[config.mk]
export PLATFORM = sky130hd
export DESIGN_NAME = seq_detector_param_flat
export DESIGN_NICKNAME = d
export VERILOG_FILES = /design/src/rtl/seq_detector_param_pkg.sv /design/src/rtl/seq_detector_param_if.sv /design/src/rtl/seq_detector_param_sat_counter.sv /design/src/rtl/seq_detector_param.sv /design/src/flat_wrapper.sv
export SDC_FILE = /design/constraint.sdc
export NUM_CORES = 1
export LEC_CHECK = 0
export CORE_AREA = 2 2 49 51
export DETAILED_ROUTE_END_ITERATION = 16
export DIE_AREA = 0 0 51 53
export PLACE_DENSITY = 0.71
export SLEW_MARGIN = 30
export SYNTH_ARGS = -nofsm -noshare
export SYNTH_HDL_FRONTEND = slang
export SYNTH_SLANG_ARGS = --single-unit
[constraint.sdc]
create_clock -name clk -period 1.5 [get_ports clk]
set_input_delay 0.3 -clock clk [delete_from_list [all_inputs] [get_ports clk]]
set_output_delay 0.3 -clock clk [all_outputs]
set_load 0.01 [all_outputs]
[src/rtl/seq_detector_param_pkg.sv]
// Shared types and constants for the parametrised serial-pattern detector.
// Holds the fill FSM encoding, legal pattern-length range and fill-counter sizing.
package seq_detector_param_pkg;

    typedef enum logic [1:0] {
        StEmpty   = 2'd0,
        StFilling = 2'd1,
        StArmed   = 2'd2
    } fill_state_e;

    localparam int unsigned PAT_LEN_MIN = 2;
    localparam int unsigned PAT_LEN_MAX = 16;

    // Width needed to hold fill values 0..pat_len-1.
    function automatic int unsigned fill_width(input int unsigned pat_len);
        return (pat_len < 2) ? 1 : $clog2(pat_len);
    endfunction

endpackage

[src/rtl/seq_detector_param_if.sv]
// Control/data bundle between a serial-bit source and the pattern detector.
// The master drives pattern load, data and clear; the slave returns match status.
interface seq_detector_param_if #(
    parameter int unsigned PAT_LEN = 3,
    parameter int unsigned CNT_W   = 8
);

    logic               pat_load;
    logic [PAT_LEN-1:0] pat_in;
    logic               in_valid;
    logic               data_in;
    logic               cnt_clr;
    logic               match;
    logic               match_r;
    logic [CNT_W-1:0]   match_count;
    logic               armed;

    modport master (
        output pat_load, pat_in, in_valid, data_in, cnt_clr,
        input  match, match_r, match_count, armed
    );

    modport slave (
        input  pat_load, pat_in, in_valid, data_in, cnt_clr,
        output match, match_r, match_count, armed
    );

endinterface

[src/rtl/seq_detector_param_sat_counter.sv]
// Saturating up-counter with synchronous clear; clear beats increment.
// Holds at all-ones instead of wrapping.
module sat_counter #(
    parameter int unsigned Width = 8
) (
    input  logic             clk,
    input  logic             rst,
    input  logic             inc_i,
    input  logic             clr_i,
    output logic [Width-1:0] count_o
);

    localparam logic [Width-1:0] CntMax = '1;

    logic [Width-1:0] count_d, count_q;

    always_comb begin
        count_d = count_q;
        if (clr_i) begin
            count_d = '0;
        end else if (inc_i && (count_q != CntMax)) begin
            count_d = count_q + Width'(1);
        end
    end

    always_ff @(posedge clk) begin
        if (rst) begin
            count_q <= '0;
        end else begin
            count_q <= count_d;
        end
    end

    assign count_o = count_q;

endmodule

[src/rtl/seq_detector_param.sv]
// Mealy detector for a run-time loadable PAT_LEN-bit pattern on a qualified serial stream,
// with optional overlap, registered match strobe and saturating match counter.
module seq_detector_param #(
    parameter int unsigned        PAT_LEN = 3,
    parameter bit                 OVERLAP = 1'b1,
    parameter int unsigned        CNT_W   = 8,
    parameter logic [PAT_LEN-1:0] RST_PAT = {{(PAT_LEN-1){1'b1}}, 1'b0}
) (
    input logic                 clk,
    input logic                 rst,
    seq_detector_param_if.slave bus
);

    import seq_detector_param_pkg::*;

    localparam int unsigned        HistW    = PAT_LEN - 1;
    localparam int unsigned        FillW    = fill_width(PAT_LEN);
    localparam logic [FillW-1:0]   FillFull = FillW'(PAT_LEN - 1);

    if ((PAT_LEN < PAT_LEN_MIN) || (PAT_LEN > PAT_LEN_MAX)) begin : g_bad_pat_len
        $error("seq_detector_param: PAT_LEN outside supported range");
    end

    logic [PAT_LEN-1:0] pat_d, pat_q;
    logic [HistW-1:0]   hist_d, hist_q;
    logic [FillW-1:0]   fill_d, fill_q;
    fill_state_e        state_d, state_q;
    logic               match_r_q;
    logic               match;
    logic [PAT_LEN-1:0] window;

    // Current history plus the bit on the wire forms the candidate word.
    assign window = {hist_q, bus.data_in};

    always_comb begin
        pat_d  = pat_q;
        hist_d = hist_q;
        fill_d = fill_q;
        match  = bus.in_valid && (state_q == StArmed) && (window == pat_q) &&
                 !bus.pat_load && !rst;

        if (bus.pat_load) begin
            pat_d  = bus.pat_in;
            fill_d = '0;
        end else if (bus.in_valid) begin
            if (match && !OVERLAP) begin
                fill_d = '0;
            end else begin
                hist_d = HistW'(window);
                if (fill_q != FillFull) begin
                    fill_d = fill_q + FillW'(1);
                end
            end
        end
    end

    always_comb begin
        state_d = StFilling;
        if (fill_d == '0) begin
            state_d = StEmpty;
        end else if (fill_d == FillFull) begin
            state_d = StArmed;
        end
    end

    always_ff @(posedge clk) begin
        if (rst) begin
            pat_q     <= RST_PAT;
            hist_q    <= '0;
            fill_q    <= '0;
            state_q   <= StEmpty;
            match_r_q <= 1'b0;
        end else begin
            pat_q     <= pat_d;
            hist_q    <= hist_d;
            fill_q    <= fill_d;
            state_q   <= state_d;
            match_r_q <= match;
        end
    end

    sat_counter #(
        .Width (CNT_W)
    ) u_match_cnt (
        .clk     (clk),
        .rst     (rst),
        .inc_i   (match),
        .clr_i   (bus.cnt_clr),
        .count_o (bus.match_count)
    );

    assign bus.match   = match;
    assign bus.match_r = match_r_q;
    assign bus.armed   = (state_q == StArmed);

endmodule

[src/flat_wrapper.sv]
// flat-port wrapper written by rule: the top's interface ports become plain ports
module seq_detector_param_flat import seq_detector_param_pkg::*;
#(
    parameter int unsigned        PAT_LEN = 3,
    parameter bit                 OVERLAP = 1'b1,
    parameter int unsigned        CNT_W   = 8,
    parameter logic [PAT_LEN-1:0] RST_PAT = {{(PAT_LEN-1){1'b1}}, 1'b0}
)
  (clk, rst, bus_pat_load, bus_pat_in, bus_in_valid, bus_data_in, bus_cnt_clr, bus_match, bus_match_r, bus_match_count, bus_armed);
  seq_detector_param_if #(.PAT_LEN(PAT_LEN), .CNT_W(CNT_W)) bus_i ();
  input logic clk;
  input logic rst;
  input wire logic [$bits(bus_i.pat_load)-1:0] bus_pat_load;
  input wire logic [$bits(bus_i.pat_in)-1:0] bus_pat_in;
  input wire logic [$bits(bus_i.in_valid)-1:0] bus_in_valid;
  input wire logic [$bits(bus_i.data_in)-1:0] bus_data_in;
  input wire logic [$bits(bus_i.cnt_clr)-1:0] bus_cnt_clr;
  output wire logic [$bits(bus_i.match)-1:0] bus_match;
  output wire logic [$bits(bus_i.match_r)-1:0] bus_match_r;
  output wire logic [$bits(bus_i.match_count)-1:0] bus_match_count;
  output wire logic [$bits(bus_i.armed)-1:0] bus_armed;
  assign bus_i.pat_load = bus_pat_load;
  assign bus_i.pat_in = bus_pat_in;
  assign bus_i.in_valid = bus_in_valid;
  assign bus_i.data_in = bus_data_in;
  assign bus_i.cnt_clr = bus_cnt_clr;
  assign bus_match = bus_i.match;
  assign bus_match_r = bus_i.match_r;
  assign bus_match_count = bus_i.match_count;
  assign bus_armed = bus_i.armed;
  seq_detector_param #(.PAT_LEN(PAT_LEN), .OVERLAP(OVERLAP), .CNT_W(CNT_W), .RST_PAT(RST_PAT)) u_core (.clk(clk), .rst(rst), .bus(bus_i));
endmodule
==> impl_metrics.toml, run 1 <==
[status]
outcome = "finished, final reports clean"

[clocking]
cts_hold_buf = 0
htree_levels = 1
clockBufferDepth = 2
cts_tree = "yes"
clk_pin_slew_ns = 0.10
cts.sinks = 18
clkLatencyLatePin_ns = 0.30
cts-root-buf = "clkbuf_4"
cts_buffers = 3

[detailed_routing]
avgRoutedWirePerCell_um = 12.9
antenna_left = 0
drc = 0
routed_wl_mm = 2.05
route.vias.total = 831
dr.pass1.iters = 4
drt_iter0_drc = 8
via_per_inst = 5.23

[critical_path]
crit_chain = "xnor2_1, nand3_2, buf_6, or4_1, a21oi_1"
crit_type = "reg -> reg"
start_kind = "register"
cp.arrival_ns = 1.73
critPathRequiredTime_ns = 1.73
reg2reg_from = "u_core.pat_q[0]"
r2r-end = "u_core.u_match_cnt.count_o[3]"
cp_max_fo = 7
worstRegToRegCells = 5
critPathCaptureType = "register"
max_stage_delay_ns = 0.49
critical-path-slowest-cell = "or4_1"
regToRegSetupSlack_ns = 0.005

[logic_synthesis]
syn-cell-area_sq_um = 872
yosysUniqueCellTypes = 30
post-synth-top-area-cell = "dfxtp_1"
seq_area_frac_synth_pct = 41.3
ys_async_sr_fraction_pct = 0
yosys_warnings = 0
synth_top_area_share_pct = 41.3
synth_area_per_cell_sq_um = 9.38
syn_nets = 104
syn_inst = 93
ys_ff_latch = 18
synth-edff-count = 0
synth_area_leaders = "dfxtp_1, mux2i_1, nor2_1"
synth_ff_type = "dfxtp_1"

[layout]
fin_nets = 144
syn2layout_area_growth_pct = 54.8
fillers = 204
multi_input_area_sq_um = 561
drive_gt1_share_pct = 43.5
diodes = 0
regArea_sq_um = 378

[floorplan]
die-area_sq_um = 2700
io_pins = 20
core_sq_um = 2150
die_x_um = 51
rows = 17
die_h_um = 53
initial_core_util_pct = 40.6

[timing]
skew_ns = 0.00589
finalHoldViolCount = 0
drv_slew = 0
tightest_slew_ns = 0.301
max_freq_mhz = 669
rsz0062_at_grt = "yes"
setup_viol = 0
finalCritPeriodShare_pct = 99.7
layout_min_cycle_time_ns = 1.49
fin_tns_setup_ns = 0
slew_headroom_pct = 79.9

[placement]
place_hpwl_mm = 1.31
gp_congestion = 0.771
io_buffers = 19

[global_route]
grt_pass1_vias = 830
grt_max_degree = 12
grt_pass1_wl_mm = 3.28
overflow = 0
track_usage_pct = 16.3
antenna_found_initial = 0

[min_path]
min_path_cells = 3
min_to = "u_core.state_q[0]"
hold_start = "bus_pat_load"
hold_class = "in -> reg"

[power_and_ir_drop]
leakagePower_nw = 0.587
power_mw = 0.851
power.density_nw_per_um2 = 630
peakVddDrop_mv = 0.538

[job]
drv_cap = 0
==> cell families (layout without fill, tap and decap cells) <==
logic type / Yosys count / after routing / share of synthesized area (%)
and+or+nand+nor: 36 / 36 / 24.8
DFF: 18 / 18 / 41.3
AOI/OAI and AO/OA: 17 / 18 / 13.9
buffers and inverters: 10 / 47 / 6.03
muxes: 7 / 7 / 8.03
xor gates and xnor gates: 3 / 3 / 3.01
adders and majority gates: 2 / 2 / 2.87
==> worst max path at each step <==
stage                                        from                       endpoint  slack [ns]  cells past startpoint
floorplan           u_core.u_match_cnt.count_o[1]  u_core.u_match_cnt.count_o[4]        0.01                      6
CTS                             u_core.state_q[0]                      bus_match      -0.009                      4
detailed placement                            rst                      bus_match       -0.53                      5
finish                            u_core.pat_q[0]  u_core.u_match_cnt.count_o[3]       0.005                      5
global placement                              rst                      bus_match       -0.53                      5
global route                      u_core.pat_q[0]  u_core.u_match_cnt.count_o[3]       -0.13                      5
==> sequential cells by signal, summed over array words and instances, names as in the netlist <==
register                    flops
u_core.bus.match_r              1
u_core.fill_q                   2
u_core.hist_q                   2
u_core.pat_q                    3
u_core.state_q                  2
u_core.u_match_cnt.count_o      8
==> layout make-up <==
class                      instances  area share (%)
multi-input combinational         66            41.5
inverter                           5            1.39
timing repair buffer              39            24.8
clock buffer                       3            1.67
sequential                        18            28.0
tap                               28            2.60
==> worst max-delay path, delay by kind of cell, from the launching register on <==
family	cells	cell delay (ns)
simple gates	2	0.61
flops	1	0.34
xor+xnor	1	0.19
buf+inv	1	0.16
compound gates	1	0.13
==> power breakdown <==
group,internal [mW],total [mW],switching [mW]
Sequential,0.488,0.497,0.00882
Clock,0.0936,0.246,0.152
Combinational,0.0627,0.108,0.0452
==> synthesized netlist by cell type (all sizes together) (2+ instances only) <==
cell / n
mux2i: 7
inv: 5
a21oi: 5
ha: 2
xnor2: 3
or4: 3
buf: 2
nor2: 7
o21ai: 2
nor4: 2
dfxtp: 18
nand2: 5
nor2b: 4
a211o: 2
nor3: 3
clkbuf: 3
nand3: 5
o31ai: 3
or3: 3
==> layer usage <==
layer / track usage, % / wire length (um) / vias to the layer above
met2: 31.6 / 1140 / 17
met1: 16.6 / 808 / 397
met4: 7.21 / 26 / 0
li1: - / - / 412
met3: 3.67 / 67 / 5
met5: 0 / 0 / -
==> per-stage QoR <==
stage	util, %	cells	hold WS [ns]	setup slack [ns]	area, sq um
after floorplan	-	93	0.418	0.0140	877
after global placement	55.0	150	0.486	-0.526	1180
after detailed placement	55.0	150	0.496	-0.530	1180
after CTS	58.1	157	0.433	-0.00871	1250
after global routing	62.8	159	0.447	-0.132	1350
final	62.8	159	0.423	0.00517	1350
==> timing repair <==
action	in CTS	in global routing
setup endpoints to repair	17	10
resized for setup	26	20
setup buffers	2	2
cloned	2	0
pin swaps	6	6
==> cells in the final DEF, fill, tap and decap left out, drive strengths merged, types with 2 or more instances in the layout <==
cell	instances
a21oi	5
nand2	5
nor3	3
a211o	2
or3	3
dlygate4sd2	11
nor4	2
dfxtp	18
nor2b	4
xnor2	3
o31ai	3
or4	3
buf	21
inv	5
o21ai	2
clkbuf	3
nand3	5
dlymetal6s2s	2
ha	2
nor2	7
clkdlybuf4s50	5
o211ai	2
mux2i	7
No activity file was read; power rests on OpenSTA's default activity.
==> run 2: changes to the inputs <==
==> constraint.sdc (replaced) <==
create_clock -name clk -period 1.2 [get_ports clk]
set_input_delay 0.24 -clock clk [delete_from_list [all_inputs] [get_ports clk]]
set_output_delay 0.24 -clock clk [all_outputs]
set_load 0.01 [all_outputs]
==> run 2 against run 1 <==
The run now ends with negative setup slack left. Core utilization grew 5.4 points. Clock skew is essentially flat. Highest routed layer unchanged. Critical path type unchanged. Routed wire length grew 9.6%. Count of clock-buffer cells in the layout grew 1. First-iteration DRC count grew 38%. Total power grew 27%. Register-to-register slack lost 0.32 ns. Cell count grew 9.4%. Non-clock buffer count grew 15. Global-route usage grew 2.2 points. Via count grew 4.1%. Combinational power grew 28%.
==> impl_metrics.toml, run 2 (synthesis gave the netlist of run 1 again) <==
[layout]
fillers = 168
multi_input_area_sq_um = 577
drive_gt1_share_pct = 55.5
fin_nets = 158
final_cell_mix = "buf_4, dfxtp_2, buf_2, buf_6, mux2i_1"
regArea_sq_um = 378
largest_register_ffs = 8
final_common_cell = "buf_4"
diodes = 0
syn2layout_area_growth_pct = 68.0

[critical_path]
critPathRequiredTime_ns = 1.43
crit_start = "u_core.pat_q[0]"
start_kind = "register"
crit_end = "u_core.u_match_cnt.count_o[4]"
crit_type = "reg -> reg"
crit_family = "simple AND/OR/NAND/NOR gates"
worstRegToRegCells = 5
regToRegSetupSlack_ns = -0.32
critical-path-slowest-cell = "or4_1"
reg2reg_from = "u_core.pat_q[0]"
critPathCaptureType = "register"
max_stage_delay_ns = 0.52
r2r-end = "u_core.u_match_cnt.count_o[4]"
crit_cells = 5
cp.arrival_ns = 1.75
crit_chain = "xnor2_1, nand3_2, buf_6, or4_1, a21oi_2"
path_buf_inv = 1
cp_max_fo = 10

[min_path]
hold_class = "in -> reg"

[timing]
fin_tns_setup_ns = -2.33
setup_viol = 9
finalHoldViolCount = 0
max_freq_mhz = 658
drv_slew = 0
finalCritPeriodShare_pct = 127
tightest_slew_ns = 0.296
rsz0062_at_grt = "yes"
finalWorstSetupSlack_ns = -0.319
worst_hold_slack_ns = 0.399
skew_ns = 0.00612
layout_min_cycle_time_ns = 1.52
slew_headroom_pct = 80.2

[floorplan]
core_sq_um = 2150
initial_core_util_pct = 40.6
die_h_um = 53
die-area_sq_um = 2700
io_pins = 20
rows = 17
die_x_um = 51

[global_route]
grt_pass1_vias = 886
grt_max_degree = 12
antenna_found_initial = 0
track_usage_pct = 18.5
overflow = 0
grt_pass1_wl_mm = 3.71

[detailed_routing]
drc = 0
antenna_left = 0
routed_wl_mm = 2.24
avgRoutedWirePerCell_um = 12.9
dr.pass1.iters = 4
route.vias.total = 865
drt_iter0_drc = 11
via_per_inst = 4.97

[clocking]
clkLatencyLatePin_ns = 0.30
cts.sinks = 18
clockBufferDepth = 2
cts_hold_buf = 0
cts_tree = "yes"
cts-root-buf = "clkbuf_4"
clk_pin_slew_ns = 0.11
htree_levels = 1
cts_buffers = 3

[placement]
place_hpwl_mm = 1.64
gp_congestion = 0.766
io_buffers = 19

[status]
violations = "negative setup slack"
outcome = "finished with violations"

[power_and_ir_drop]
peakVddDrop_mv = 0.531
power.density_nw_per_um2 = 738
leakagePower_nw = 0.635
power_mw = 1.08

[job]
drv_cap = 0
-- run 2: changes by cell type in the layout (fill, tap and decap cells not counted), sizes merged --
cell,change
buf,+23
clkbuf,+2
dlygate4sd2,-7
dlymetal6s2s,-2
o211ai,-1
-- run 2: worst min path at each step --
| stage | start | to | slack (ns) | depth (start not counted) |
|---|---|---|---|---|
| finish | bus_data_in | u_core.hist_q[0] | 0.40 | 3 |
| global route | bus_data_in | u_core.hist_q[0] | 0.41 | 3 |
| global placement | u_core.hist_q[1] | u_core.hist_q[1] | 0.50 | 2 |
| CTS | bus_data_in | u_core.hist_q[0] | 0.40 | 3 |
| detailed placement | u_core.hist_q[1] | u_core.hist_q[1] | 0.52 | 2 |
| floorplan | bus_pat_in[2] | u_core.pat_q[2] | 0.36 | 1 |
-- run 2: layout make-up --
cell class | instances | share of cell area (%)
inverters | 5 | 1.28
well taps | 28 | 2.39
flip-flops and latches | 18 | 25.8
multi-input cells | 65 | 39.4
clock buffers | 4 | 1.79
repair buffers | 54 | 29.4
-- run 2: report_power, final --
group / internal, mW / switching [mW]
clock network: 0.130 / 0.196
registers: 0.609 / 0.00992
logic: 0.0783 / 0.0593
-- run 2: worst reg2reg max path, stage by stage (launching register included) --
cell and delay [ns]:
dfxtp_1 0.34, xnor2_1 0.18, nand3_2 0.12, buf_6 0.16, or4_1 0.53, a21oi_2 0.13
-- run 2: stage by stage --
stage,cells,worst slack [ns],utilization (%),cell area [sq um]
global route,174,-0.384,68.2,1470
finish,174,-0.319,68.2,1470
CTS,172,-0.370,66.1,1420
detailed placement,164,-0.741,62.7,1350
global placement,164,-0.715,62.7,1350
floorplan,93,-0.182,-,948
-- run 2: layer usage --
| metal | track usage [%] | up-vias | part of all wire (%) |
|---|---|---|---|
| met2 | 35.5 | 20 | 54 |
| met4 | 8.11 | 0 | 2.1 |
| met3 | 3.67 | 6 | 3.8 |
| li1 | - | 441 | - |
| met1 | 19.4 | 398 | 40 |
| met5 | 0 | - | 0 |
-- run 2: timing repair --
action	4_1_cts	5_1_grt
hold endpoints to repair	0	0
gates resized for setup	61	13
endpoints found under the setup margin	19	13
buffers inserted	5	2
pin swaps	8	7
==> run 3: changes to the inputs <==
--- a/config.mk
+++ b/config.mk
@@ -8,6 +8,7 @@
 export CORE_AREA = 2 2 49 51
 export DETAILED_ROUTE_END_ITERATION = 16
 export DIE_AREA = 0 0 51 53
+export GPL_TIMING_DRIVEN = 0
 export PLACE_DENSITY = 0.71
 export SLEW_MARGIN = 30
 export SYNTH_ARGS = -nofsm -noshare
==> run 3 against run 2 <==
The run still ends with negative setup slack left. Combinational power is 9% lower. Worst hold slack worse by 0.25 ns. Clock power is 18% higher. Register-to-register slack hardly changed. Setup slack better by 0.0055 ns. Critical path depth stayed put. Critical endpoint is now u_core.u_match_cnt.count_o[3]. Largest cell class unchanged. Largest power group unchanged. Highest routed layer unchanged.
==> impl_metrics.toml, run 3 (synthesis gave the netlist of run 1 again) <==
[status]
outcome = "finished with violations"
violations = "negative setup slack"

[global_route]
track_usage_pct = 18.1
gr-usage-met2_pct = 33.5
grt_util_met3_pct = 3.95
grt_pass1_vias = 816
antenna_found_initial = 0
overflow = 0
gr-max-usage-layer = "met2"
use_met1_pct = 18.5
grt_pass1_wl_mm = 3.55
grt_max_degree = 11

[layout]
fin_nets = 139
final_common_cell = "dfxtp_2"
syn2layout_area_growth_pct = 60.0
fin_util_pct = 64.9
drive_gt1_share_pct = 56.7
fillers = 190
regArea_sq_um = 397
final_cell_mix = "dfxtp_2, buf_4, buf_6"
multi_input_area_sq_um = 604
fin_cells = 155
fin_area_sq_um = 1400
largest_register_ffs = 8
diodes = 0

[clocking]
htree_levels = 1
cts.sinks = 18
cts_buffers = 3
cts-root-buf = "clkbuf_4"
clk_pin_slew_ns = 0.11
cts_tree = "yes"
clockBufferDepth = 2
clkLatencyLatePin_ns = 0.30
cts_hold_buf = 0

[timing]
fin_tns_setup_ns = -2.15
tightest_slew_ns = 0.437
skew_ns = 0.00741
drv_slew = 0
worst_hold_slack_ns = 0.154
finalHoldViolCount = 0
max_freq_mhz = 661
rsz0062_at_grt = "yes"
slew_headroom_pct = 70.9
setup_viol = 9
finalWorstSetupSlack_ns = -0.313
finalCritPeriodShare_pct = 126
layout_min_cycle_time_ns = 1.51

[detailed_routing]
via_per_inst = 5.23
avgRoutedWirePerCell_um = 13.8
antenna_left = 0
drc = 0
dr.pass1.iters = 4
routed_wl_mm = 2.13
drt_iter0_drc = 10
route.vias.total = 811

[floorplan]
die_h_um = 53
io_pins = 20
initial_core_util_pct = 40.6
die_x_um = 51
die-area_sq_um = 2700
core_sq_um = 2150
rows = 17

[critical_path]
start_kind = "register"
crit_type = "reg -> reg"
critPathRequiredTime_ns = 1.43
cp_max_fo = 6
critPathCaptureType = "register"
cp.arrival_ns = 1.74

[placement]
place_hpwl_mm = 1.40
gp_congestion = 0.770
preCtsSetupSlack_ns = -0.971
dpl.cell_count = 139
io_buffers = 18
place_area_sq_um = 1160

[job]
drv_cap = 0

[power_and_ir_drop]
leakagePower_nw = 0.551
peakVddDrop_mv = 0.660
power_mw = 1.12
power.density_nw_per_um2 = 805

[min_path]
hold_class = "in -> reg"
==> run 3: changes by cell type in the layout (fill, tap and decap cells not counted), moves of 3 or more <==
cell,previous run,this run
dfxtp_1,6,1
clkdlybuf4s15_1,0,3
dfxtp_4,1,6
buf_4,28,9
buf_2,8,3
==> run 3: per-layer routing <==
metal	routed length [um]	part of all wire [%]
met1	837	39
met2	1160	54
met3	71	3.3
met4	65	3.0
met5	0	0
==> run 3: final timing paths <==
path	slack, ns	cells past startpoint	start	end
hold reg to reg	0.48	2	u_core.u_match_cnt.count_o[6]	u_core.u_match_cnt.count_o[6]
setup reg to reg	-0.31	5	u_core.pat_q[1]	u_core.u_match_cnt.count_o[3]
setup / recovery	-0.31	5	u_core.pat_q[1]	u_core.u_match_cnt.count_o[3]
hold / removal	0.15	2	bus_pat_load	u_core.fill_q[1]
==> run 3: critical path, stage by stage, from the launching register on <==
cell and delay, ns:
dfxtp_2 0.35, xnor2_2 0.17, nand3_2 0.11, buf_4 0.17, or4_4 0.51, a21oi_2 0.14
==> run 3: final cells by class <==
type                       instances  area share, %
buffer                             5           3.14
clock buffer                       4           2.60
inverter                           5           1.35
multi-input combinational         65           43.3
sequential                        18           28.4
tap                               28           2.51
timing repair buffer              30           18.7
==> run 3: report_power, final <==
group          internal (mW)  total (mW)  switching [mW]
clock network          0.185       0.385           0.200
registers              0.600       0.612          0.0121
logic                 0.0682       0.126          0.0576
total                  0.853        1.12           0.270
==> run 3: repair_timing <==
action / 4_1_cts / 5_1_grt
setup endpoints to repair: 20 / 17
resized for setup: 54 / 28
pin swaps: 9 / 3
buffers inserted: 8 / 3
gates cloned: 1 / 0
endpoints found under the hold margin: 0 / 0
